<file path="config.mk">
export PLATFORM = sky130hd
export DESIGN_NAME = fifo_wr_arb_flat
export DESIGN_NICKNAME = d
export VERILOG_FILES = /design/src/rtl/fifo_arb_pkg.sv /design/src/rtl/fifo_wr_arb_if.sv /design/src/rtl/fifo_wr_arb_chk.sv /design/src/rtl/fifo_wr_arb_rr_pick.sv /design/src/rtl/fifo_wr_arb.sv /design/src/flat_wrapper.sv
export SDC_FILE = /design/constraint.sdc
export NUM_CORES = 1
export LEC_CHECK = 0
export ABC_AREA = 1
export ABC_CLOCK_PERIOD_IN_PS = 1180
export BUFFER_PORTS_ARGS = -buffer_cell sky130_fd_sc_hd__clkbuf_2
export CAP_MARGIN = 0
export CORE_MARGIN = 5
export CORE_UTILIZATION = 37
export CTS_BUF_LIST = sky130_fd_sc_hd__clkbuf_16
export CTS_CLUSTER_DIAMETER = 200
export CTS_CLUSTER_SIZE = 8
export DETAILED_ROUTE_END_ITERATION = 10
export PLACE_DENSITY = 0.75
export SLEW_MARGIN = 20
export SYNTH_ARGS = -nofsm -noshare
export SYNTH_HDL_FRONTEND = slang
export SYNTH_SLANG_ARGS = --single-unit
</file>
<file path="constraint.sdc">
create_clock -name wclk -period 1.18 [get_ports wclk]
set_input_delay 0.354 -clock wclk [delete_from_list [all_inputs] [get_ports wclk]]
set_output_delay 0.354 -clock wclk [all_outputs]
set_load 0.01 [all_outputs]
</file>
<file path="src/rtl/fifo_arb_pkg.sv">
// Shared definitions for the FIFO write-port arbiter: FSM state encoding and
// the one-hot to index helper used to locate the current owner.
package fifo_arb_pkg;

   typedef enum logic [0:0] {
      ST_IDLE = 1'b0,
      ST_LOCK = 1'b1
   } arb_state_t;

   localparam int unsigned MAX_REQ = 16;
   localparam int unsigned MAX_IW  = 4;

   function automatic logic [MAX_IW-1:0] onehot_to_idx(input logic [MAX_REQ-1:0] oh);
      logic [MAX_IW-1:0] idx;
      idx = 4'd0;
      for (int i = 0; i < MAX_REQ; i++) begin
         if (oh[i]) begin
            idx = idx | MAX_IW'(i);
         end else begin
            idx = idx;
         end
      end
      return idx;
   endfunction

endpackage

</file>
<file path="src/rtl/fifo_wr_arb_if.sv">
// Requester and FIFO-write bundle of the write-port arbiter. The slave modport
// is the arbiter; the master modport is the requesters plus the FIFO full flag.
interface fifo_wr_arb_if #(
   parameter int NREQ  = 4,
   parameter int DSIZE = 8
);

   logic [NREQ-1:0]       req_valid;
   logic [NREQ*DSIZE-1:0] req_data;
   logic [NREQ-1:0]       req_last;
   logic [NREQ-1:0]       req_ready;
   logic [NREQ-1:0]       grant;
   logic                  busy;
   logic [DSIZE-1:0]      wdata;
   logic                  winc;
   logic                  wfull;

   modport master (
      output req_valid,
      output req_data,
      output req_last,
      output wfull,
      input  req_ready,
      input  grant,
      input  busy,
      input  wdata,
      input  winc
   );

   modport slave (
      input  req_valid,
      input  req_data,
      input  req_last,
      input  wfull,
      output req_ready,
      output grant,
      output busy,
      output wdata,
      output winc
   );

endinterface

</file>
<file path="src/rtl/fifo_wr_arb_chk.sv">
// Output invariants of the write-port arbiter, kept apart from the datapath
// and evaluated on every rising edge outside reset.
module fifo_wr_arb_chk #(
   parameter int NREQ = 4
) (
   input logic            clk,
   input logic            rst,
   input logic [NREQ-1:0] grant,
   input logic            busy,
   input logic            winc,
   input logic            wfull,
   input logic [NREQ-1:0] req_ready
);

   // The FIFO must never see a write while full or without an owner.
   always_ff @(posedge clk) begin
      if (!rst) begin
         a_no_winc_full:   assert (!(winc && wfull));
         a_no_winc_idle:   assert (!(winc && (grant == {NREQ{1'b0}})));
         a_grant_onehot:   assert ($onehot0(grant));
         a_busy_tracks:    assert (busy == (grant != {NREQ{1'b0}}));
         a_ready_is_owner: assert ((req_ready & ~grant) == {NREQ{1'b0}});
      end else begin
      end
   end

endmodule

</file>
<file path="src/rtl/fifo_wr_arb_rr_pick.sv">
// Combinational round-robin picker: one-hot grant for the first request at or
// after ptr, wrapping modulo NREQ.
module rr_pick #(
   parameter int NREQ = 4,
   parameter int IW   = (NREQ > 1) ? $clog2(NREQ) : 1
) (
   input  logic [NREQ-1:0] req,
   input  logic [IW-1:0]   ptr,
   output logic [NREQ-1:0] gnt,
   output logic            valid
);

   logic [2*NREQ-1:0] dbl_s;
   logic [NREQ-1:0]   rot_s;
   logic [NREQ-1:0]   rot_oh_s;
   logic [2*NREQ-1:0] gnt_dbl_s;

   // Rotate ptr down to bit 0, isolate the lowest set bit, then fold it back.
   always_comb begin
      dbl_s     = {req, req};
      rot_s     = NREQ'(dbl_s >> ptr);
      rot_oh_s  = rot_s & (~rot_s + NREQ'(1));
      gnt_dbl_s = {{NREQ{1'b0}}, rot_oh_s} << ptr;
      gnt       = gnt_dbl_s[NREQ-1:0] | gnt_dbl_s[2*NREQ-1:NREQ];
      valid     = |req;
   end

endmodule

</file>
<file path="src/rtl/fifo_wr_arb.sv">
// Round-robin, packet-locked arbiter sharing the async FIFO write port among
// NREQ requesters; runs entirely in the write clock domain.
module fifo_wr_arb
   import fifo_arb_pkg::*;
#(
   parameter int NREQ  = 4,
   parameter int DSIZE = 8
) (
   input logic            wclk,
   input logic            wrst,
   fifo_wr_arb_if.slave   bus
);

   localparam int IW = (NREQ > 1) ? $clog2(NREQ) : 1;

   arb_state_t         state_r;
   arb_state_t         state_nxt_s;
   logic [NREQ-1:0]    grant_r;
   logic [NREQ-1:0]    grant_nxt_s;
   logic               busy_r;
   logic               busy_nxt_s;
   logic [IW-1:0]      rr_ptr_r;
   logic [IW-1:0]      rr_ptr_nxt_s;

   logic [NREQ-1:0]    pick_gnt_s;
   logic               pick_valid_s;
   logic [MAX_REQ-1:0] grant_ext_s;
   logic [IW-1:0]      grant_idx_s;
   logic               owner_valid_s;
   logic               owner_last_s;
   logic               xfer_s;

   rr_pick #(
      .NREQ (NREQ),
      .IW   (IW)
   ) u_pick (
      .req   (bus.req_valid),
      .ptr   (rr_ptr_r),
      .gnt   (pick_gnt_s),
      .valid (pick_valid_s)
   );

   // Owner index and the owner's handshake qualifiers.
   always_comb begin
      grant_ext_s             = {MAX_REQ{1'b0}};
      grant_ext_s[NREQ-1:0]   = grant_r;
      grant_idx_s             = IW'(onehot_to_idx(grant_ext_s));
      owner_valid_s           = |(bus.req_valid & grant_r);
      owner_last_s            = |(bus.req_last & grant_r);
      xfer_s                  = (state_r == ST_LOCK) && owner_valid_s && !bus.wfull;
   end

   // State, grant, busy and round-robin pointer registers.
   always_ff @(posedge wclk) begin
      if (wrst) begin
         state_r  <= ST_IDLE;
         grant_r  <= {NREQ{1'b0}};
         busy_r   <= 1'b0;
         rr_ptr_r <= {IW{1'b0}};
      end else begin
         state_r  <= state_nxt_s;
         grant_r  <= grant_nxt_s;
         busy_r   <= busy_nxt_s;
         rr_ptr_r <= rr_ptr_nxt_s;
      end
   end

   // Next-state logic: lock on a pick, release on the owner's accepted last beat.
   always_comb begin
      state_nxt_s  = state_r;
      grant_nxt_s  = grant_r;
      busy_nxt_s   = busy_r;
      rr_ptr_nxt_s = rr_ptr_r;
      case (state_r)
         ST_IDLE: begin
            if (pick_valid_s) begin
               state_nxt_s = ST_LOCK;
               grant_nxt_s = pick_gnt_s;
               busy_nxt_s  = 1'b1;
            end else begin
               grant_nxt_s = {NREQ{1'b0}};
               busy_nxt_s  = 1'b0;
            end
         end
         ST_LOCK: begin
            // A lock without an owner can only come from an upset; drop back to idle.
            if (grant_r == {NREQ{1'b0}}) begin
               state_nxt_s = ST_IDLE;
               busy_nxt_s  = 1'b0;
            end else if (xfer_s && owner_last_s) begin
               state_nxt_s  = ST_IDLE;
               grant_nxt_s  = {NREQ{1'b0}};
               busy_nxt_s   = 1'b0;
               rr_ptr_nxt_s = (grant_idx_s == IW'(NREQ - 1)) ? {IW{1'b0}}
                                                             : grant_idx_s + IW'(1);
            end else begin
               state_nxt_s = ST_LOCK;
            end
         end
         default: begin
            state_nxt_s = ST_IDLE;
            grant_nxt_s = {NREQ{1'b0}};
            busy_nxt_s  = 1'b0;
         end
      endcase
   end

   // Output logic: owner's ready/data steered to the FIFO, gated by wfull.
   always_comb begin
      bus.req_ready = {NREQ{1'b0}};
      bus.winc      = 1'b0;
      bus.wdata     = {DSIZE{1'b0}};
      bus.grant     = grant_r;
      bus.busy      = busy_r;
      if (state_r == ST_LOCK) begin
         bus.req_ready = grant_r & {NREQ{!bus.wfull}};
         bus.winc      = xfer_s;
         for (int i = 0; i < NREQ; i++) begin
            if (grant_r[i]) begin
               bus.wdata = bus.wdata | bus.req_data[i*DSIZE +: DSIZE];
            end else begin
               bus.wdata = bus.wdata;
            end
         end
      end else begin
         bus.req_ready = {NREQ{1'b0}};
      end
   end

   fifo_wr_arb_chk #(
      .NREQ (NREQ)
   ) u_chk (
      .clk       (wclk),
      .rst       (wrst),
      .grant     (grant_r),
      .busy      (busy_r),
      .winc      (bus.winc),
      .wfull     (bus.wfull),
      .req_ready (bus.req_ready)
   );

endmodule
</file>
<file path="src/flat_wrapper.sv">
// flat-port wrapper written by rule: the top's interface ports become plain ports
module fifo_wr_arb_flat import fifo_arb_pkg::*;
#(
   parameter int NREQ  = 4,
   parameter int DSIZE = 8
)
  (wclk, wrst, bus_req_valid, bus_req_data, bus_req_last, bus_wfull, bus_req_ready, bus_grant, bus_busy, bus_wdata, bus_winc);
  fifo_wr_arb_if #(.NREQ(NREQ), .DSIZE(DSIZE)) bus_i ();
  input logic wclk;
  input logic wrst;
  input wire logic [$bits(bus_i.req_valid)-1:0] bus_req_valid;
  input wire logic [$bits(bus_i.req_data)-1:0] bus_req_data;
  input wire logic [$bits(bus_i.req_last)-1:0] bus_req_last;
  input wire logic [$bits(bus_i.wfull)-1:0] bus_wfull;
  output wire logic [$bits(bus_i.req_ready)-1:0] bus_req_ready;
  output wire logic [$bits(bus_i.grant)-1:0] bus_grant;
  output wire logic [$bits(bus_i.busy)-1:0] bus_busy;
  output wire logic [$bits(bus_i.wdata)-1:0] bus_wdata;
  output wire logic [$bits(bus_i.winc)-1:0] bus_winc;
  assign bus_i.req_valid = bus_req_valid;
  assign bus_i.req_data = bus_req_data;
  assign bus_i.req_last = bus_req_last;
  assign bus_i.wfull = bus_wfull;
  assign bus_req_ready = bus_i.req_ready;
  assign bus_grant = bus_i.grant;
  assign bus_busy = bus_i.busy;
  assign bus_wdata = bus_i.wdata;
  assign bus_winc = bus_i.winc;
  fifo_wr_arb #(.NREQ(NREQ), .DSIZE(DSIZE)) u_core (.wclk(wclk), .wrst(wrst), .bus(bus_i));
endmodule
</file>
# ---- Word-level counts from Yosys, hierarchy flattened
# Cells that the tools add are included.
dict set report totals {
  ff_bits 8
  out_inout_bits 18
  word_cells 58
}
dict set report op_classes {
  n_addsub 2
  n_eq_ne 4
  n_shift 2
  mux 25
  n_bitwise 11
  n_reduce_logical 10
}
# operator n
set ops {}
lappend ops {{$mux 8} 8}
lappend ops {{$or 8x8->8} 3}
lappend ops {{$and 4x4->4} 4}
lappend ops {{$mux 4} 4}
lappend ops {{$reduce_or 4->1} 3}
lappend ops {{$pmux 4 s2} 1}
lappend ops {{$shl 4x2->8} 1}
lappend ops {{$shr 8x2->4} 1}
lappend ops {{$mux 1} 7}
lappend ops {{$mux 2} 3}
lappend ops {{$add 4x1->4 const B} 1}
lappend ops {{$logic_not 4->1} 1}
lappend ops {{$ne 2x2->1 const B} 2}
lappend ops {{$not 4->4} 1}
lappend ops {{$or 4x4->4} 1}
lappend ops {{$pmux 1 s2} 2}
lappend ops {{$logic_and 1x1->1} 3}
lappend ops {{$ne 3x3->1 const B} 1}
lappend ops {{$reduce_and 3->1} 1}
lappend ops {{$add 2x1->2 const B} 1}
lappend ops {{$eq 2x2->1 const B} 1}
lappend ops {{$not 1->1} 2}
lappend ops {{$reduce_and 2->1} 1}
lappend ops {{$logic_not 1->1} 1}

# ---- Logic depth before layout (Yosys ltp)
# Gate-level depths: netlist of the first run.
dict set report logic_depth {
  ltp_word 11
  ltp_mapped 12
}

# ---- By module
# A second synthesis of the first run with hierarchy kept.
dict set report unflattened {
  hier_cells 173
  area_unflattened_um2 994.7
}
# mod instances cells_per_inst area_each_um2 seq_area_each_um2
set modules_own_cells {}
lappend modules_own_cells {fifo_wr_arb 1 115 681.9 160.2}
lappend modules_own_cells {rr_pick 1 58 312.8 0.0}

# ---- Worst setup path before layout of the first run
# Ideal clock, no wire load.
dict set report synth_timing {
  path_kind {reg-to-output}
  from {register u_core.grant_r[1], in the netlist u_core.bus.grant[1]}
  to {output port bus_wdata[0]}
  arrival_time_ps 1096
  required_ps 826
  slack_ps -270
  path_stages_with_launch 5
  n_path_buf 1
  path_cell_list {dfxtp_1 clkbuf_1 a22o_1 a221oi_1 nor2_1}
}
dict set report synth_between {
  elab_chain_len 8
}
# item line_no
set synth_rtl {}
lappend synth_rtl {{start, declared} fifo_wr_arb.sv:18} ;# logic [NREQ-1:0] grant_r;
lappend synth_rtl {{start signal, assigned} fifo_wr_arb.sv:57} ;# grant_r <= {NREQ{1'b0}};
lappend synth_rtl {{start signal, assigned} fifo_wr_arb.sv:62} ;# grant_r <= grant_nxt_s;
lappend synth_rtl {{$mux 8 (*)} fifo_wr_arb.sv:119} ;# if (grant_r[i]) begin
lappend synth_rtl {{$mux 8 (*)} fifo_wr_arb.sv:115} ;# if (state_r == ST_LOCK) begin
lappend synth_rtl {{$or 8x8->8} fifo_wr_arb.sv:120} ;# bus.wdata = bus.wdata | bus.req_data[i*DSIZE +: DSIZE];
lappend synth_rtl {{$mux 8 (*)} fifo_wr_arb.sv:119}
lappend synth_rtl {{$mux 8 (*)} fifo_wr_arb.sv:115}
lappend synth_rtl {{$or 8x8->8} fifo_wr_arb.sv:120}
lappend synth_rtl {{$mux 8 (*)} fifo_wr_arb.sv:119}
lappend synth_rtl {{$mux 8 (*)} fifo_wr_arb.sv:115}
lappend synth_rtl {{end, declared} flat_wrapper.sv:18} ;# output wire logic [$bits(bus_i.wdata)-1:0] bus_wdata;
# Every way passes the cells marked *; elsewhere a longest branch is shown, timed or not. The select of a mux whose other input is x is not followed.

# ---- Worst setup path after layout of the first run
dict set report layout_timing {
  from {register u_core.grant_r[0], in the netlist u_core.bus.grant[0]}
  to {output port bus_wdata[7]}
}
dict set report layout_between {
  elab_chain_len 11
}
# item line_no
set layout_rtl {}
lappend layout_rtl {{$mux 8 (*)} fifo_wr_arb.sv:119}
lappend layout_rtl {{$mux 8 (*)} fifo_wr_arb.sv:115}
lappend layout_rtl {{$or 8x8->8} fifo_wr_arb.sv:120}
lappend layout_rtl {{$mux 8 (*)} fifo_wr_arb.sv:119}
lappend layout_rtl {{$mux 8 (*)} fifo_wr_arb.sv:115}
lappend layout_rtl {{$or 8x8->8} fifo_wr_arb.sv:120}
lappend layout_rtl {{$mux 8 (*)} fifo_wr_arb.sv:119}
lappend layout_rtl {{$mux 8 (*)} fifo_wr_arb.sv:115}
lappend layout_rtl {{$or 8x8->8} fifo_wr_arb.sv:120}
lappend layout_rtl {{$mux 8 (*)} fifo_wr_arb.sv:119}
lappend layout_rtl {{$mux 8 (*)} fifo_wr_arb.sv:115}
# Marked as above.

==> results of run 1 <==
where the power goes:
part | switching [uW] | internal, uW
Clock | 128 | 436
Combinational | 277 | 254
Sequential | 22.8 | 289
Total | 428 | 979
cells in the mapped netlist, types with 3 or more instances:
master    instances  share of area
nand4_1           4          0.028
a221oi_1          8          0.078
clkbuf_1          3          0.013
inv_1            10          0.042
nand3_1          26           0.15
nand3_2           3          0.033
a21oi_1           7          0.039
nand2_2           4          0.028
nor2_1           16          0.067
nand2_1          18          0.075
dfxtp_1           8           0.18
nand2_4           3          0.038
a22o_1            8          0.078
worst max path at each step:
| stage | end | cells after the start |
|---|---|---|
| 2_1_floorplan | bus_wdata[0] | 4 |
| 3_3_place_gp | bus_winc | 6 |
| 3_5_place_dp | u_core.bus.grant[1]$_SDFFE_PP0P_ | 10 |
| 4_1_cts | bus_wdata[7] | 5 |
| 5_1_grt | bus_wdata[3] | 5 |
| 6_report | bus_wdata[7] | 5 |
kinds of logic after synthesis:
family	share of synthesized area
buf+inv	0.117
simple gates	0.444
flops	0.179
compound gates	0.261
per-layer routing:
metal | vias up | global-route usage | wire (um)
li1 | 652 | - | -
met1 | 660 | 0.222 | 1480
met2 | 92 | 0.420 | 2250
met3 | 14 | 0.0654 | 361
met4 | 0 | 0.0712 | 70
met5 | - | 0 | 0
metrics by stage:
step | utilization | hold slack [ps] | cell area, um2 | cells
2_1_floorplan | - | 506 | 1060 | 136
3_3_place_gp | 0.685 | 475 | 1540 | 239
3_5_place_dp | 0.685 | 496 | 1540 | 239
4_1_cts | 0.757 | 420 | 1710 | 244
5_1_grt | 0.826 | 452 | 1860 | 245
6_report | 0.826 | 441 | 1860 | 245
timing repair:
| action | 4_1_cts | 5_1_grt |
|---|---|---|
| gates resized for setup | 19 | 35 |
| hold buffers | 0 | 0 |
| pin swaps | 13 | 16 |
| setup buffers | 2 | 1 |
| setup endpoints to repair | 25 | 24 |
state kept, by name (all words and copies together) (netlist names):
| signal | count |
|---|---|
| u_core.state_r | 1 |
| u_core.rr_ptr_r | 2 |
| u_core.bus.busy | 1 |
| u_core.bus.grant | 4 |
final cells by class:
type                    instances  area, um2
flip-flops and latches          8        173
clock buffers                   3       75.1
fillers                       134        392
repair buffers                 86        597
multi-input cells             106        908
well taps                      28       35.0
inverters                      14       75.1
==> reports/metrics.csv, run 1 <==
metric;value;unit
cts.sinks;8;
drc;0;
leakage;0.000861;uW
status;finished, violations left;
grt_pass1_wl;5920;um
ys_seq_area_frac;0.179;
finClkSkew;1.89;ps
slew_viol_final;0;
path_delay_family;compound AO/OA/AOI/OAI gates;
setup_viol;23;
finalNetCount;262;
wl_per_cell;17.0;um
clkSlewWorstSetupHoldPaths;40;ps
insertion_delay;230;ps
cts_buffers;3;
yosys_register_bits;8;
power.density;755;nW/um2
rows;17;
critPathSlowestCell;dfxtp_2;
clockBufferDepth;2;
core_area;2250;um2
grt_pass1_vias;1352;
min_to;u_core.bus.grant[2]$_SDFFE_PP0P_;
wirelength;4170;um
ys.warnings.count;0;
crit_chain;buf_12 > a22o_1 > a221oi_2 > nor2_1 > clkbuf_2;
fin_crit_sh;1.40;
hold_depth;2;
ys_types;26;
die-area;3510;um2
drive_above_1_share;0.728;
crit_arrival;1300;ps
max-vdd-ir-drop;0.00102;V
mostFrequentLayoutCell;clkbuf_2;
tightestPinTransition;329;ps
hpwl;2860;um
synth_cells;136;
r2r-end;u_core.bus.grant[3]$_SDFFE_PP0P_;
cts_tree;built;
power.total;1410;uW
htreeDepth;1;
port_buffers;60;
critical_path_class;reg2out;
syn_area;897;um2
hold_violations;0;
path_max_fanout;10;
grt_max_degree;14;
slew_headroom;0.780;
pin_count;61;
synth_edf_count;0;
ant_nets;0;
async_flop_share;0;
n_antenna_cell;0;
grt-ovfl-total;0;
r2r-start;u_core.rr_ptr_r[0]$_SDFFE_PP0P_;
drt_iter0_markers;109;
worst-path-buf-inv;2;
fin_crit;1660;ps
fmax;604;MHz
die_y;59.2;um
setup_ws;-476;ps
syn-num-nets;179;
post-place-ws;-247;ps
reg2reg_depth;12;
synth_flop_cell;dfxtp_1;
dr.pass1.iters;6;
start_util;0.398;
layout_common_cells;53 x clkbuf_2, 20 x buf_4, 14 x nand3_2;
grt.total_usage;0.219;
antenna_found_initial;0;
max-cap-violations;0;
worstSetupEndpointType;output port;
grt_setup_unrepaired;yes;
r2r_slack;-280;ps
cp-startpoint;u_core.bus.grant[0]$_SDFFE_PP0P_;
min_from;wrst;
failed_checks;negative setup slack;
avgSynthCellArea;6.60;um2
syn_to_final_growth;108;%
gp_congestion;0.768;
setup_tns;-6580;ps
hold_path_class;in2reg;
crit_required;830;ps
cts_root_buf;clkbuf_16;
vias;1418;
start_kind;flip-flop;
avgViaCountPerCell;5.79;
slowest_delay;340;ps
die_w;59.2;um
No activity file was read; power rests on OpenSTA's default activity.
==> inputs of run 2 (changes only) <==
--- a/config.mk
+++ b/config.mk
@@ -11,8 +11,6 @@
 export CAP_MARGIN = 0
 export CORE_MARGIN = 5
 export CORE_UTILIZATION = 37
-export CTS_BUF_LIST = sky130_fd_sc_hd__clkbuf_16
-export CTS_CLUSTER_DIAMETER = 200
 export CTS_CLUSTER_SIZE = 8
 export DETAILED_ROUTE_END_ITERATION = 10
 export PLACE_DENSITY = 0.75
==> run 2 against run 1 <==
  * The flow still finishes with violations (negative setup slack)
  * Critical path depth unchanged
  * Largest power group is now combinational cells
  * Worst setup slack lost 32 ps
  * First-iteration DRC count is 48% lower
  * Highest routed layer unchanged
  * Clock power down 61%
  * Critical endpoint is now bus_wdata[3]
  * Non-clock buffer count is the same
  * Core utilization down 1.8 points
  * Via count decreased by 3.0%
  * Clock-buffer cell count stayed put
  * Maximum frequency down 1.9%
  * Critical path type unchanged
==> reports/metrics.csv, run 2 (synthesis gave the netlist of run 1 again) <==
metric;value;unit;change
slew_viol_final;0;;unchanged
final_cells;245;;unchanged
grt.total_usage;0.218;;was 0.219
slew_headroom;0.791;;was 0.780
crit_required;830;ps;about the same
clockBufferDepth;2;;unchanged
fin_crit;1690;ps;was 1660 ps
pin_count;61;;unchanged
start_util;0.398;;unchanged
die-area;3510;um2;unchanged
status;finished, violations left;;unchanged
die_w;59.2;um;unchanged
wirelength;4150;um;was 4170 um
reg2reg_depth;10;;was 12
n_antenna_cell;0;;unchanged
core_area;2250;um2;unchanged
rows;17;;unchanged
htreeDepth;1;;unchanged
drt_iter0_markers;57;;was 109
layout_common_cells;52 x clkbuf_2, 20 x buf_4, 15 x nand3_2;;was 53 x clkbuf_2, 20 x buf_4, 14 x nand3_2
insertion_delay;270;ps;was 230 ps
drc;0;;unchanged
hold_path_class;in2reg;;unchanged
grt_pass1_wl;5870;um;was 5920 um
max-cap-violations;0;;unchanged
cts_buffers;3;;unchanged
finalNetCount;262;;unchanged
setup_ws;-508;ps;was -476 ps
ant_nets;0;;unchanged
port_buffers;60;;unchanged
crit_chain;buf_12 > a22o_1 > a221oi_2 > nor2_1 > clkbuf_2;;unchanged
setup_viol;24;;was 23
finClkSkew;10.5;ps;was 1.89 ps
r2r_slack;-310;ps;was -280 ps
mostFrequentLayoutCell;clkbuf_2;;unchanged
cts_tree;built;;unchanged
path_max_fanout;10;;unchanged
power.density;586;nW/um2;was 755 nW/um2
cts_root_buf;clkbuf_4;;was clkbuf_16
vias;1375;;was 1418
drive_above_1_share;0.742;;was 0.728
utilization;0.808;;was 0.826
fin_crit_sh;1.43;;was 1.40
antenna_found_initial;0;;unchanged
dr.pass1.iters;4;;was 6
grt_max_degree;14;;unchanged
hold_violations;0;;unchanged
fmax;592;MHz;was 604 MHz
cts.sinks;8;;unchanged
wl_per_cell;16.9;um;was 17.0 um
crit_arrival;1330;ps;was 1300 ps
cts_hold_buf;0;;unchanged
clkSlewWorstSetupHoldPaths;60;ps;was 40 ps
critical_path_class;reg2out;;unchanged
grt_setup_unrepaired;yes;;unchanged
gp_congestion;0.768;;unchanged
max-vdd-ir-drop;0.000732;V;was 0.00102 V
leakage;0.000847;uW;was 0.000861 uW
grt_pass1_vias;1336;;was 1352
grt-ovfl-total;0;;unchanged
critPathSlowestCell;dfxtp_2;;unchanged
syn_to_final_growth;103;%;was 108%
hold_depth;2;;unchanged
hpwl;2860;um;unchanged
avgViaCountPerCell;5.61;;was 5.79
place_inst;239;;unchanged
slowest_delay;340;ps;about the same
tightestPinTransition;313;ps;was 329 ps
start_kind;flip-flop;;unchanged
worstSetupEndpointType;output port;;unchanged
die_y;59.2;um;unchanged
failed_checks;negative setup slack;;unchanged
largest_register_ffs;4;;unchanged
-- run 2: changes by cell type in the layout (fill, tap and decap cells not counted), sizes merged --
cell,delta
clkinv,+1
buf,+1
clkbuf,-1
inv,-1
-- run 2: final timing paths --
check / from / endpoint
max: u_core.bus.grant[0]$_SDFFE_PP0P_ / bus_wdata[3]
min reg2reg: u_core.bus.busy$_SDFFE_PP0P_ / u_core.bus.busy$_SDFFE_PP0P_
min: wrst / u_core.bus.grant[2]$_SDFFE_PP0P_
max reg2reg: u_core.rr_ptr_r[0]$_SDFFE_PP0P_ / u_core.bus.grant[0]$_SDFFE_PP0P_
-- run 2: metrics by stage --
stage | TNS [ps] | setup WS, ps | hold WS (ps) | total power [uW] | cell area [um2]
floorplan | -1970 | -111 | 506 | 566 | 1060
global placement | -3270 | -209 | 475 | 746 | 1540
detailed placement | -3930 | -247 | 496 | 763 | 1540
CTS | -6950 | -509 | 364 | 1010 | 1650
global route | -9230 | -599 | 406 | 1140 | 1820
finish | -7640 | -508 | 406 | 1070 | 1820
-- run 2: power breakdown --
| part | total (uW) | switching, uW | internal (uW) |
|---|---|---|---|
| logic | 539 | 279 | 260 |
| clock network | 221 | 104 | 117 |
| registers | 308 | 23.6 | 285 |
-- run 2: final cells by class --
cell class | instances | area [um2]
multi-input combinational | 106 | 920
sequential | 8 | 175
clock buffer | 3 | 22.5
fill | 139 | 433
tap | 28 | 35.0
timing repair buffer | 86 | 594
inverter | 14 | 75.1
-- run 2: timing repair --
item / 4_1_cts / 5_1_grt
endpoints found under the hold margin: 0 / 0
setup buffers: 2 / 2
endpoints found under the setup margin: 25 / 25
pin swaps: 14 / 16
gates resized for setup: 19 / 42
-- run 2: worst max-delay path: cells and delay by family (launching register included) --
kind / cells / cell delay (ps)
compound gates: 2 / 390
flops: 1 / 340
buf+inv: 2 / 270
simple gates: 1 / 70
-- run 2: layer usage --
layer / wire length (um) / global-route usage
met1: 1560 / 0.225
met2: 2250 / 0.420
met5: 0 / 0
met3: 237 / 0.0545
met4: 97 / 0.0680
==> inputs of run 3 (changes only) <==
--- a/config.mk
+++ b/config.mk
@@ -10,10 +10,11 @@
 export BUFFER_PORTS_ARGS = -buffer_cell sky130_fd_sc_hd__clkbuf_2
 export CAP_MARGIN = 0
 export CORE_MARGIN = 5
-export CORE_UTILIZATION = 37
+export CORE_UTILIZATION = 30
 export CTS_CLUSTER_SIZE = 8
 export DETAILED_ROUTE_END_ITERATION = 10
-export PLACE_DENSITY = 0.75
+export PLACE_DENSITY_LB_ADDON = 0.2
+export RECOVER_POWER = 50
 export SLEW_MARGIN = 20
 export SYNTH_ARGS = -nofsm -noshare
 export SYNTH_HDL_FRONTEND = slang
==> run 3 against run 2 <==
  * The run still ends with negative setup slack left
  * Total power fell by 1.3%
  * Non-clock buffer count rose by 5
  * Via count fell by 2.0%
  * Largest power group unchanged
==> reports/metrics.csv, run 3 (synthesis gave the netlist of run 1 again) <==
metric;value;unit;change
mostFrequentLayoutCell;clkbuf_2;;unchanged
grt_max_degree;11;;was 14
reg2reg_depth;8;;was 10
place_inst;242;;was 239
die_w;64.7;um;was 59.2 um
placed_cell_area;1570;um2;was 1540 um2
start_kind;flip-flop;;unchanged
die_y;64.7;um;was 59.2 um
fin_crit_sh;1.43;;about the same
swShare;0.356;;was 0.380
power.density;580;nW/um2;was 586 nW/um2
rows;19;;was 17
crit_end;bus_wdata[3];;unchanged
intPower;678;uW;was 662 uW
layout_common_cells;43 x clkbuf_2, 24 x buf_4, 21 x nand3_1;;was 52 x clkbuf_2, 20 x buf_4, 15 x nand3_2
r2r_slack;-200;ps;was -310 ps
slew_headroom;0.796;;was 0.791
grt.total_usage;0.175;;was 0.218
max-cap-violations;0;;unchanged
insertion_delay;250;ps;was 270 ps
cts.sinks;8;;unchanged
power_frac_comb;0.511;;was 0.504
grt_pass1_wl;5960;um;was 5870 um
regArea;181;um2;was 175 um2
stdcell_area;1820;um2;about the same
largest_register_ffs;4;;unchanged
cts_tree;built;;unchanged
max-vdd-ir-drop;0.000531;V;was 0.000732 V
grt_setup_unrepaired;yes;;unchanged
drc;0;;unchanged
finalNetCount;268;;was 262
crit_arrival;1340;ps;was 1330 ps
clockBufferDepth;2;;unchanged
r2r-start;u_core.state_r$_SDFF_PP0_;;was u_core.rr_ptr_r[0]$_SDFFE_PP0P_
hpwl;2700;um;was 2860 um
r2r-end;u_core.rr_ptr_r[1]$_SDFFE_PP0P_;;was u_core.bus.grant[0]$_SDFFE_PP0P_
htreeDepth;1;;unchanged
fillers;237;;was 139
power.total;1050;uW;was 1070 uW
core_area;2810;um2;was 2250 um2
p_clk_frac;0.197;;was 0.207
slew_viol_final;0;;unchanged
wirelength;3640;um;was 4150 um
crit_required;830;ps;about the same
wl_per_cell;14.3;um;was 16.9 um
grt_pass1_vias;1309;;was 1336
seqPwrFrac;0.292;;was 0.289
hold_violations;0;;unchanged
finClkSkew;2.92;ps;was 10.5 ps
multi_input_comb_area;822;um2;was 920 um2
utilization;0.648;;was 0.808
drt_iter0_markers;62;;was 57
tightestPinTransition;305;ps;was 313 ps
ant_nets;0;;unchanged
clkSlewWorstSetupHoldPaths;60;ps;about the same
setup_viol;24;;unchanged
n_antenna_cell;0;;unchanged
final_cells;254;;was 245
status;finished, violations left;;unchanged
cts_root_buf;clkbuf_4;;unchanged
cts_hold_buf;0;;unchanged
drive_above_1_share;0.677;;was 0.742
leakage;0.000833;uW;was 0.000847 uW
avgViaCountPerCell;5.30;;was 5.61
critical_path_class;reg2out;;unchanged
antenna_found_initial;0;;unchanged
failed_checks;negative setup slack;;unchanged
fin_crit;1690;ps;about the same
cp-startpoint;u_core.bus.grant[0]$_SDFFE_PP0P_;;unchanged
hold_path_class;in2reg;;unchanged
grt-ovfl-total;0;;unchanged
fmax;591;MHz;was 592 MHz
gp_congestion;0.736;;was 0.768
path_max_fanout;8;;was 10
syn_to_final_growth;103;%;about the same
setup_ws;-513;ps;was -508 ps
start_util;0.320;;was 0.398
pin_count;61;;unchanged
cts_buffers;3;;unchanged
power_switching;375;uW;was 406 uW
dr.pass1.iters;6;;was 4
die-area;4180;um2;was 3510 um2
vias;1347;;was 1375
worstSetupEndpointType;output port;;unchanged
port_buffers;60;;unchanged
## run 3: cell count changes in the layout (fill, tap and decap cells not counted), sizes merged
cell | before | now
nand2 | 25 | 26
clkinv | 1 | 0
inv | 13 | 14
clkbuf | 56 | 47
buf | 33 | 47
## run 3: worst max-delay path: stages (launching register included)
cell and delay, ps:
dfxtp_4 360, buf_12 130, a22o_1 230, a221oi_2 160, nor2_1 70, buf_2 140
## run 3: layout make-up
class | instances | area share
Clock buffer | 3 | 0.0124
Inverter | 14 | 0.0385
Multi-Input combinational cell | 107 | 0.452
Sequential cell | 8 | 0.0998
Tap cell | 31 | 0.0213
Timing Repair Buffer | 91 | 0.376
## run 3: worst min path at each step
stage / slack (ps) / to / startpoint / depth (start not counted)
floorplan: 510 / u_core.bus.busy$_SDFFE_PP0P_ / u_core.bus.busy$_SDFFE_PP0P_ / 2
global placement: 480 / u_core.bus.busy$_SDFFE_PP0P_ / u_core.bus.busy$_SDFFE_PP0P_ / 2
detailed placement: 490 / u_core.bus.busy$_SDFFE_PP0P_ / u_core.bus.busy$_SDFFE_PP0P_ / 2
CTS: 380 / u_core.state_r$_SDFF_PP0_ / wrst / 2
global route: 400 / u_core.state_r$_SDFF_PP0_ / wrst / 2
finish: 380 / u_core.state_r$_SDFF_PP0_ / wrst / 2
## run 3: metrics by stage
stage	setup TNS (ps)	hold slack, ps	setup slack, ps
after floorplan	-1970	506	-111
after global placement	-3610	480	-223
after detailed placement	-4030	493	-254
after CTS	-6620	377	-500
after global routing	-9020	395	-605
final	-7340	380	-513
## run 3: what timing repair did
action,4_1_cts,5_1_grt
gates cloned,2,0
setup endpoints to repair,25,25
buffers inserted,6,2
pin swaps,14,12
gates resized for setup,22,29
## run 3: layer usage
metal  global-route usage  wire length (um)
met2                0.309              1850
met1                0.213              1470
met4               0.0580                51
met3               0.0345               272
met5                    0                 0
## run 3: power groups by stage
stage | sequential (uW) | combinational, uW | clock, uW
2_1_floorplan | 309 | 258 | 0
3_3_place_gp | 315 | 446 | 0
3_5_place_dp | 317 | 455 | 0
4_1_cts | 308 | 511 | 218
5_1_grt | 310 | 585 | 234
6_report | 308 | 539 | 207
